File: config.mk
export PLATFORM = sky130hd
export DESIGN_NAME = frame_addr_gen_flat
export DESIGN_NICKNAME = d
export VERILOG_FILES = /design/src/rtl/frame_addr_gen_if.sv /design/src/rtl/frame_addr_gen.sv /design/src/flat_wrapper.sv
export SDC_FILE = /design/constraint.sdc
export NUM_CORES = 1
export LEC_CHECK = 0
export ABC_AREA = 1
export CAP_MARGIN = 5
export CORE_ASPECT_RATIO = 1.4
export CORE_MARGIN = 4
export CORE_UTILIZATION = 35
export CTS_CLUSTER_SIZE = 40
export DETAILED_ROUTE_END_ITERATION = 10
export GPL_ROUTABILITY_DRIVEN = 0
export REMOVE_ABC_BUFFERS = 1
export SETUP_SLACK_MARGIN = 0.2
export SYNTH_ARGS = -nofsm -noshare
export SYNTH_HDL_FRONTEND = slang
export SYNTH_SLANG_ARGS = --single-unit
File: constraint.sdc
create_clock -name clk -period 8.75 [get_ports clk]
set_input_delay 1.75 -clock clk [delete_from_list [all_inputs] [get_ports clk]]
set_output_delay 1.75 -clock clk [all_outputs]
set_load 0.02 [all_outputs]
File: src/rtl/frame_addr_gen_if.sv
// Handshake/bus bundle for the raster address generator: scan control and
// window inputs in one direction, pixel address/coordinates and strobes back.
interface frame_addr_gen_if #(
  parameter int X_W    = 9,
  parameter int Y_W    = 8,
  parameter int ADDR_W = 16
);
  logic              start;
  logic              stop;
  logic              enable;
  logic              mode;
  logic [X_W-1:0]    win_x0;
  logic [Y_W-1:0]    win_y0;
  logic [X_W:0]      win_w;
  logic [Y_W:0]      win_h;

  logic [ADDR_W-1:0] addr;
  logic [X_W-1:0]    x;
  logic [Y_W-1:0]    y;
  logic              valid;
  logic              busy;
  logic              line_end;
  logic              frame_done;
  logic              err;

  modport master (
    output start, stop, enable, mode, win_x0, win_y0, win_w, win_h,
    input  addr, x, y, valid, busy, line_end, frame_done, err
  );

  modport slave (
    input  start, stop, enable, mode, win_x0, win_y0, win_w, win_h,
    output addr, x, y, valid, busy, line_end, frame_done, err
  );
endinterface

File: src/rtl/frame_addr_gen.sv
// Raster address generator: walks a full frame or a rectangular window in
// row-major order, one pixel per enabled cycle, one-shot or free-running.
module frame_addr_gen #(
  parameter int H_RES  = 320,
  parameter int V_RES  = 180,
  parameter int X_W    = 9,
  parameter int Y_W    = 8,
  parameter int ADDR_W = 16
) (
  input  logic             clk,
  input  logic             reset,
  frame_addr_gen_if.slave  bus
);

  typedef enum logic {IDLE, RUN} state_t;

  localparam logic [X_W+1:0]    H_LIM  = (X_W+2)'(H_RES);
  localparam logic [Y_W+1:0]    V_LIM  = (Y_W+2)'(V_RES);
  localparam logic [ADDR_W-1:0] H_STEP = ADDR_W'(H_RES);

  state_t            state;
  logic [ADDR_W-1:0] addr_q;
  logic [ADDR_W-1:0] row_base_q;
  logic [X_W-1:0]    x_q;
  logic [Y_W-1:0]    y_q;
  logic              valid_q;
  logic              busy_q;
  logic              frame_done_q;
  logic              err_q;

  // Window latched at start; stored as first/last coordinates so the pixel
  // loop only needs equality compares.
  logic [X_W-1:0]    x0_q;
  logic [X_W-1:0]    x_last_q;
  logic [Y_W-1:0]    y0_q;
  logic [Y_W-1:0]    y_last_q;
  logic [ADDR_W-1:0] first_addr_q;
  logic              mode_q;

  logic              full_sel;
  logic [X_W-1:0]    s_x0;
  logic [Y_W-1:0]    s_y0;
  logic [X_W:0]      s_w;
  logic [Y_W:0]      s_h;
  logic [X_W+1:0]    x_end;
  logic [Y_W+1:0]    y_end;
  logic              win_ok;
  logic [ADDR_W-1:0] first_addr_c;
  logic              at_last_col;
  logic              at_last_row;

  // NOTE: every always_comb output gets a default first so no path can
  // leave it unassigned and infer a latch.
  always_comb begin
    full_sel     = 1'b0;
    s_x0         = bus.win_x0;
    s_y0         = bus.win_y0;
    s_w          = bus.win_w;
    s_h          = bus.win_h;
    if ((bus.win_w == '0) || (bus.win_h == '0)) begin
      full_sel = 1'b1;
      s_x0     = '0;
      s_y0     = '0;
      s_w      = (X_W+1)'(H_RES);
      s_h      = (Y_W+1)'(V_RES);
    end
    x_end        = {2'b00, s_x0} + {1'b0, s_w};
    y_end        = {2'b00, s_y0} + {1'b0, s_h};
    win_ok       = (x_end <= H_LIM) && (y_end <= V_LIM);
    // The only multiply; H_RES is constant so this maps to shift-and-add.
    first_addr_c = ADDR_W'(s_y0) * H_STEP + ADDR_W'(s_x0);
  end

  assign at_last_col = (x_q == x_last_q);
  assign at_last_row = (y_q == y_last_q);

  // NOTE: all state below uses non-blocking assignments so every register
  // samples pre-edge values regardless of statement order.
  always_ff @(posedge clk) begin
    if (reset) begin
      state        <= IDLE;
      addr_q       <= '0;
      row_base_q   <= '0;
      x_q          <= '0;
      y_q          <= '0;
      valid_q      <= 1'b0;
      busy_q       <= 1'b0;
      frame_done_q <= 1'b0;
      err_q        <= 1'b0;
      // NOTE: the latched window resets to the full frame so line_end and the
      // wrap target are well defined even before the first start.
      x0_q         <= '0;
      x_last_q     <= X_W'(H_RES - 1);
      y0_q         <= '0;
      y_last_q     <= Y_W'(V_RES - 1);
      first_addr_q <= '0;
      mode_q       <= 1'b0;
    end else begin
      frame_done_q <= 1'b0;
      err_q        <= 1'b0;
      unique case (state)
        IDLE: begin
          if (bus.start) begin
            if (!win_ok) begin
              err_q <= 1'b1;
            end else begin
              x0_q         <= s_x0;
              x_last_q     <= X_W'(x_end - (X_W+2)'(1));
              y0_q         <= s_y0;
              y_last_q     <= Y_W'(y_end - (Y_W+2)'(1));
              first_addr_q <= first_addr_c;
              mode_q       <= bus.mode;
              addr_q       <= first_addr_c;
              row_base_q   <= first_addr_c;
              x_q          <= s_x0;
              y_q          <= s_y0;
              valid_q      <= 1'b1;
              busy_q       <= 1'b1;
              state        <= RUN;
            end
          end
        end
        RUN: begin
          if (bus.stop) begin
            valid_q <= 1'b0;
            busy_q  <= 1'b0;
            state   <= IDLE;
          end else if (bus.enable) begin
            if (!at_last_col) begin
              x_q    <= x_q + X_W'(1);
              addr_q <= addr_q + ADDR_W'(1);
            end else if (!at_last_row) begin
              x_q        <= x0_q;
              y_q        <= y_q + Y_W'(1);
              addr_q     <= row_base_q + H_STEP;
              row_base_q <= row_base_q + H_STEP;
            end else begin
              frame_done_q <= 1'b1;
              if (!mode_q) begin
                // Free-running: reload the first window pixel with no gap.
                x_q        <= x0_q;
                y_q        <= y0_q;
                addr_q     <= first_addr_q;
                row_base_q <= first_addr_q;
              end else begin
                valid_q <= 1'b0;
                busy_q  <= 1'b0;
                state   <= IDLE;
              end
            end
          end
        end
        default: state <= IDLE;
      endcase
    end
  end

  assign bus.addr       = addr_q;
  assign bus.x          = x_q;
  assign bus.y          = y_q;
  assign bus.valid      = valid_q;
  assign bus.busy       = busy_q;
  assign bus.line_end   = valid_q && at_last_col;
  assign bus.frame_done = frame_done_q;
  assign bus.err        = err_q;

  // full_sel is kept for readability of the selection above.
  logic unused_ok;
  assign unused_ok = full_sel;

endmodule

File: src/flat_wrapper.sv
// flat-port wrapper written by rule: the top's interface ports become plain ports
module frame_addr_gen_flat 
#(
  parameter int H_RES  = 320,
  parameter int V_RES  = 180,
  parameter int X_W    = 9,
  parameter int Y_W    = 8,
  parameter int ADDR_W = 16
)
  (clk, reset, bus_start, bus_stop, bus_enable, bus_mode, bus_win_x0, bus_win_y0, bus_win_w, bus_win_h, bus_addr, bus_x, bus_y, bus_valid, bus_busy, bus_line_end, bus_frame_done, bus_err);
  frame_addr_gen_if #(.X_W(X_W), .Y_W(Y_W), .ADDR_W(ADDR_W)) bus_i ();
  input  logic clk;
  input  logic reset;
  input wire logic [$bits(bus_i.start)-1:0] bus_start;
  input wire logic [$bits(bus_i.stop)-1:0] bus_stop;
  input wire logic [$bits(bus_i.enable)-1:0] bus_enable;
  input wire logic [$bits(bus_i.mode)-1:0] bus_mode;
  input wire logic [$bits(bus_i.win_x0)-1:0] bus_win_x0;
  input wire logic [$bits(bus_i.win_y0)-1:0] bus_win_y0;
  input wire logic [$bits(bus_i.win_w)-1:0] bus_win_w;
  input wire logic [$bits(bus_i.win_h)-1:0] bus_win_h;
  output wire logic [$bits(bus_i.addr)-1:0] bus_addr;
  output wire logic [$bits(bus_i.x)-1:0] bus_x;
  output wire logic [$bits(bus_i.y)-1:0] bus_y;
  output wire logic [$bits(bus_i.valid)-1:0] bus_valid;
  output wire logic [$bits(bus_i.busy)-1:0] bus_busy;
  output wire logic [$bits(bus_i.line_end)-1:0] bus_line_end;
  output wire logic [$bits(bus_i.frame_done)-1:0] bus_frame_done;
  output wire logic [$bits(bus_i.err)-1:0] bus_err;
  assign bus_i.start = bus_start;
  assign bus_i.stop = bus_stop;
  assign bus_i.enable = bus_enable;
  assign bus_i.mode = bus_mode;
  assign bus_i.win_x0 = bus_win_x0;
  assign bus_i.win_y0 = bus_win_y0;
  assign bus_i.win_w = bus_win_w;
  assign bus_i.win_h = bus_win_h;
  assign bus_addr = bus_i.addr;
  assign bus_x = bus_i.x;
  assign bus_y = bus_i.y;
  assign bus_valid = bus_i.valid;
  assign bus_busy = bus_i.busy;
  assign bus_line_end = bus_i.line_end;
  assign bus_frame_done = bus_i.frame_done;
  assign bus_err = bus_i.err;
  frame_addr_gen #(.H_RES(H_RES), .V_RES(V_RES), .X_W(X_W), .Y_W(Y_W), .ADDR_W(ADDR_W)) u_core (.clk(clk), .reset(reset), .bus(bus_i));
endmodule
==> flow_metrics.tcl, run 1 <==
set metrics [dict create \
    ys_warn_count 0 \
    synthFlopType "dfxtp_1" \
    tightest_slew_ns 0.7339 \
    hold_buffers 0 \
    synthArstFlopShare_pct 0 \
    fin_hold_ws_ns 0.4630 \
    grt_pass1_wl_mm 35.36 \
    vias 7653 \
    cap_violations 0 \
    clock_sinks 98 \
    io_pins 80 \
    finalHoldViolCount 0 \
    die_h_microns 181.7 \
    drive_gt1_share_pct 2.542 \
    clk_pin_slew_ns 0.07 \
    overflow 0 \
    synth_cells 1243 \
    critPathArrivalTime_ns 7.03 \
    first_pass_iters 5 \
    power_switching_share_pct 35.20 \
    die_x_microns 132.0 \
    hold_path.class "register to register" \
    wl_mm 21.39 \
    netlist_top_cells_count "360 x nand2_1, 160 x nor2_1, 159 x inv_1" \
    start_util_pct 35.55 \
    wl_per_cell_microns 13.73 \
    drcViolationCount 0 \
    post_cts_buffers 0 \
    cts_tree "yes" \
    core_area_sq_um 21200 \
    fin_nets 1379 \
    end_kind "register" \
    antenna_found_initial 0 \
    power_frac_comb_pct 30.9 \
    cts_root_buf "clkbuf_16" \
    setup_viol 0 \
    syn-cell-area_sq_um 7538 \
    die_area_sq_um 23980 \
    port_buffers 79 \
    cts_buffers 9 \
    syn_area_per_cell_sq_um 6.065 \
    p_clk_share_pct 29.9 \
    fin_setup_tns_ns 0 \
    p_seq_share_pct 39.1 \
    startpoint_type "input port" \
    max_freq_ghz 0.1472 \
    rows 63 \
    grt_pass1_vias 7186 \
    cts_resized 0 \
    yosysSeqAreaShare_pct 26.02 \
    synthMostInstantiatedCell "nand2_1" \
    skew_ns 0.01171 \
    place_inst 1542 \
    switching_power_uw 453.7 \
    gr-usage-all-layers_pct 17.73 \
    syn_to_final_growth_pct 16.56 \
    cp.required_ns 8.99 \
    yosys.area.top_type_share_pct 26.02 \
    vdd_drop_max_v 0.00008000 \
    yosys.area.top_type "dfxtp_1" \
    synth-seq-cells 98 \
    max_slew_margin_pct 50.95 \
    status "finished, final reports clean" \
    diodes 0 \
    vias_per_cell 4.912 \
    powerDensity_nw_per_um2 146.7 \
    reg2reg_slack_ns 5.14 \
    worst-setup-path-type "input port to register" \
    fin_crit_sh_pct 77.63 \
    layout.cells.non_filler 1558 \
    drtAntennaViolNets 0 \
    cts_buffer_depth 2 \
    hpwlAfterDp_mm 16.02 \
    yosys-top-cells-area "dfxtp_1 26%, nand2_1 18%, nor2_1 8.0%" \
    rsz0062_at_grt "false" \
    ys_types 41 \
    p_leak_uw 0.003971 \
    nFillCells 2310 \
    insertion_delay_ns 0.35 \
    fin_crit_ns 6.793 \
    synth_edf_count 0 \
    grt_max_degree 50 \
    drt_iter0_markers 436 \
    finalMaxSlewViolations 0 \
    crit_path_max_fanout 32 \
    p_int_uw 835.0 \
    htree_levels 3 \
]
per-layer routing:
metal  up-vias  share of wire, %  track usage, %
li1       4016                 -               -
met1      3432                45           22.03
met2       176                49           31.59
met3        29               4.3           2.328
met4         0               2.3           5.801
met5         -                 0               0
power groups by stage:
stage / logic (uW) / registers (uW) / clock network, uW
floorplan: 260 / 523 / 0
global placement: 397 / 515 / 0
detailed placement: 399 / 515 / 0
CTS: 401 / 505 / 394
global route: 455 / 509 / 409
finish: 398 / 505 / 386
layout by cell type, fill, tap and decap left out, drive strengths merged, types with 2 or more instances in the layout:
master	count
nand2	361
nor2	162
inv	161
a21oi	101
dfxtp	98
nand3	80
clkdlybuf4s50	79
o21ai	57
xor2	46
ha	40
xnor2	24
nor3	14
nand4	12
clkbuf	12
buf	9
o22ai	6
clkinv	5
or2	4
nand3b	4
fa	4
o211ai	3
nor3b	2
a31oi	2
layout make-up:
cell class | count | area, sq um | area share [%]
clock inverter | 4 | 36.28 | 0.4129
clock buffer | 12 | 246.5 | 2.805
tap | 260 | 325.3 | 3.702
sequential | 98 | 1962 | 22.33
inverter | 163 | 611.8 | 6.963
multi-input combinational | 933 | 4747 | 54.02
timing repair buffer | 88 | 858.3 | 9.768
kinds of logic (layout without fill, tap and decap cells):
logic type / after synthesis / after routing / synth area share, %
adders and majority gates: 44 / 44 / 7.701
DFF: 98 / 98 / 26.02
AOI/OAI and AO/OA: 176 / 176 / 12.27
xor gates and xnor gates: 70 / 70 / 8.133
muxes: 1 / 1 / 0.1328
and+or+nand+nor: 642 / 642 / 34.62
buffers and inverters: 212 / 267 / 11.12
sequential cells by signal, summed over array words and instances (netlist names):
signal,cells
u_core.bus.y,8
u_core.bus.x,9
u_core.bus.addr,16
u_core.bus.frame_done,1
u_core.x0_q,3
u_core.bus.err,1
u_core.mode_q,1
u_core.state,1
u_core.x_last_q,9
u_core.row_base_q,16
u_core.bus.valid,1
u_core.first_addr_q,16
u_core.y_last_q,8
u_core.y0_q,8
through the flow:
| step | area, sq um | total power (uW) | worst slack [ns] | util (%) |
|---|---|---|---|---|
| finish | 8787 | 1289 | 1.957 | 41.44 |
| global route | 8787 | 1373 | 1.375 | 41.44 |
| CTS | 8787 | 1300 | 1.925 | 41.44 |
| detailed placement | 8504 | 914.3 | 1.576 | 40.11 |
| global placement | 8504 | 911.9 | 1.642 | 40.11 |
| floorplan | 7312 | 783.1 | 2.709 | - |
worst max-delay path, stage by stage:
cell and delay (ns):
clkdlybuf4s50_1 0.48, nor2_1 0.05, nand2_1 0.05, nor2_1 0.04, nand2_1 0.06, nand2_1 0.36
inv_1 0.60, nand2_1 0.15, inv_1 0.13, ha_1 0.21, inv_1 0.08, fa_1 0.40
inv_1 0.10, nand3_1 0.08, nand2_1 0.10, nand4_1 0.14, nand2_1 0.10, nand2_1 0.07
nand2_1 0.09, inv_1 0.07, nand3_1 0.18, nand3_2 0.55, nand2_1 0.54, buf_4 0.39
nand2_1 0.09, nand2_1 0.07, nor2_1 0.05
worst paths after layout:
kind | startpoint | to | cells past startpoint
worst min-delay path | u_core.first_addr_q[6] | u_core.first_addr_q[6] | 2
worst min register to register | u_core.first_addr_q[6] | u_core.first_addr_q[6] | 2
worst max-delay path | bus_win_h[7] | u_core.bus.y[0] | 27
worst max register to register | u_core.bus.y[0] | u_core.bus.y[0] | 13
No activity file was read; power rests on OpenSTA's default activity.
==> run 2: changes to the inputs <==
Clock period 8.75 ns to 6.4 ns, I/O delays scaled along.
==> run 2 against run 1 <==
Cell area increased by 0.90%. Clock power rose by 61%. Die area unchanged. Hold slack improved by 0.00074 ns. Critical path type unchanged.
==> flow_metrics.tcl, run 2 (same netlist as run 1, synthesis figures left out) <==
set metrics [dict create \
    critPathArrivalTime_ns 5.59 \
    drtAntennaViolNets 0 \
    hold_path.class "register to register" \
    die_x_microns 132.0 \
    tightest_slew_ns 0.7247 \
    setup_ws_ns 1.060 \
    overflow 0 \
    nFillCells 2237 \
    fin_hold_ws_ns 0.4637 \
    status "finished, final reports clean" \
    power_switching_share_pct 33.39 \
    die_area_sq_um 23980 \
    final_cell_mix "360 x nand2_1, 160 x nor2_1, 159 x inv_1" \
    core_area_sq_um 21200 \
    wl_mm 21.29 \
    finalHoldViolCount 0 \
    wl_per_cell_microns 13.64 \
    cts_resized 0 \
    multi_input_area_sq_um 4747 \
    cp.required_ns 6.65 \
    antenna_found_initial 0 \
    rsz0062_at_grt "false" \
    skew_ns 0.009423 \
    fin_crit_sh_pct 83.44 \
    post_dp_cell_area_sq_um 8527 \
    fin_setup_tns_ns 0 \
    io_pins 80 \
    finalMaxSlewViolations 0 \
    drt_iter0_markers 447 \
    cts_root_buf "clkbuf_16" \
    end_kind "register" \
    first_pass_iters 5 \
    switching_power_uw 620.8 \
    max_slew_margin_pct 51.69 \
    fin_area_sq_um 8866 \
    cap_violations 0 \
    syn_to_final_growth_pct 17.61 \
    hpwlAfterDp_mm 16.14 \
    grt_pass1_vias 7128 \
    power_frac_comb_pct 29.6 \
    cts_buffer_depth 2 \
    fin_util_pct 41.81 \
    port_buffers 79 \
    insertion_delay_ns 0.36 \
    die_h_microns 181.7 \
    diodes 0 \
    fin_crit_ns 5.340 \
    hold_buffers 0 \
    worst-setup-path-type "input port to register" \
    p_leak_uw 0.004017 \
    seq_area_sq_um 1962 \
    gr-usage-all-layers_pct 17.80 \
    start_util_pct 35.55 \
    grt_max_degree 62 \
    setup_viol 0 \
    post_cts_buffers 0 \
    grt_pass1_wl_mm 35.34 \
    drive_gt1_share_pct 2.921 \
    p_int_uw 1238 \
    crit_path_max_fanout 16 \
    fin_nets 1382 \
    cts_buffers 9 \
    cts_tree "yes" \
    layout.cells.most_common "nand2_1" \
    htree_levels 3 \
    vias_per_cell 4.859 \
    p_seq_share_pct 37.1 \
    p_clk_share_pct 33.4 \
    vias 7585 \
    powerDensity_nw_per_um2 209.7 \
    rows 63 \
    dp_slack_ns 0.6128 \
    drcViolationCount 0 \
    clock_sinks 98 \
    max_freq_ghz 0.1873 \
    startpoint_type "input port" \
    vdd_drop_max_v 0.0001311 \
    clk_pin_slew_ns 0.06 \
]
[run 2: cell type report]
type / count / area share (%)
clock inverters: 4 / 0.8185
repair buffers: 91 / 9.935
clock buffers: 12 / 3.006
multi-input cells: 933 / 53.54
well taps: 260 / 3.669
inverters: 163 / 6.901
flip-flops and latches: 98 / 22.13
[run 2: critical path, stage by stage]
cell	delay, ns
clkdlybuf4s50_1	0.47
inv_1	0.04
nand2_1	0.06
nor2_1	0.05
nand2_1	0.07
nand2_1	0.22
nor2_1	0.48
ha_1	0.29
inv_1	0.07
fa_1	0.42
inv_1	0.07
nand3_1	0.06
nand2_1	0.11
nand2_1	0.07
nand2_1	0.10
xnor2_1	0.19
nand2_1	0.17
nand2_1	0.09
nand3_1	0.06
nor2_1	0.11
nand3_2	0.22
nand2_1	0.39
buf_4	0.29
nand2_1	0.07
nand2_1	0.07
nor2_1	0.04
[run 2: worst paths after layout]
path / startpoint / endpoint / cells after the start / slack (ns)
setup reg to reg: u_core.bus.y[0] / u_core.bus.addr[2] / 12 / 2.94
hold / removal: u_core.first_addr_q[8] / u_core.first_addr_q[8] / 2 / 0.46
hold reg to reg: u_core.first_addr_q[8] / u_core.first_addr_q[8] / 2 / 0.46
setup / recovery: bus_win_w[9] / u_core.bus.y[4] / 26 / 1.06
[run 2: layer usage]
layer | share of wire [%] | GRT usage [%] | vias up
li1 | - | - | 4007
met4 | 2.7 | 7.104 | 0
met3 | 3.8 | 2.051 | 36
met2 | 50 | 32.33 | 171
met5 | 0 | 0 | -
met1 | 44 | 21.25 | 3371
[run 2: metrics by stage]
step	instances	total power (uW)
after CTS	1561	1878
after global placement	1545	1253
after floorplan	1194	1071
final	1561	1859
after global routing	1561	1970
after detailed placement	1545	1257
[run 2: power groups by stage]
stage / Clock, uW / Combinational [uW] / Sequential, uW
2_1_floorplan: 0 / 356 / 715
3_3_place_gp: 0 / 550 / 703
3_5_place_dp: 0 / 553 / 704
4_1_cts: 634 / 555 / 690
5_1_grt: 648 / 625 / 696
6_report: 620 / 549 / 689
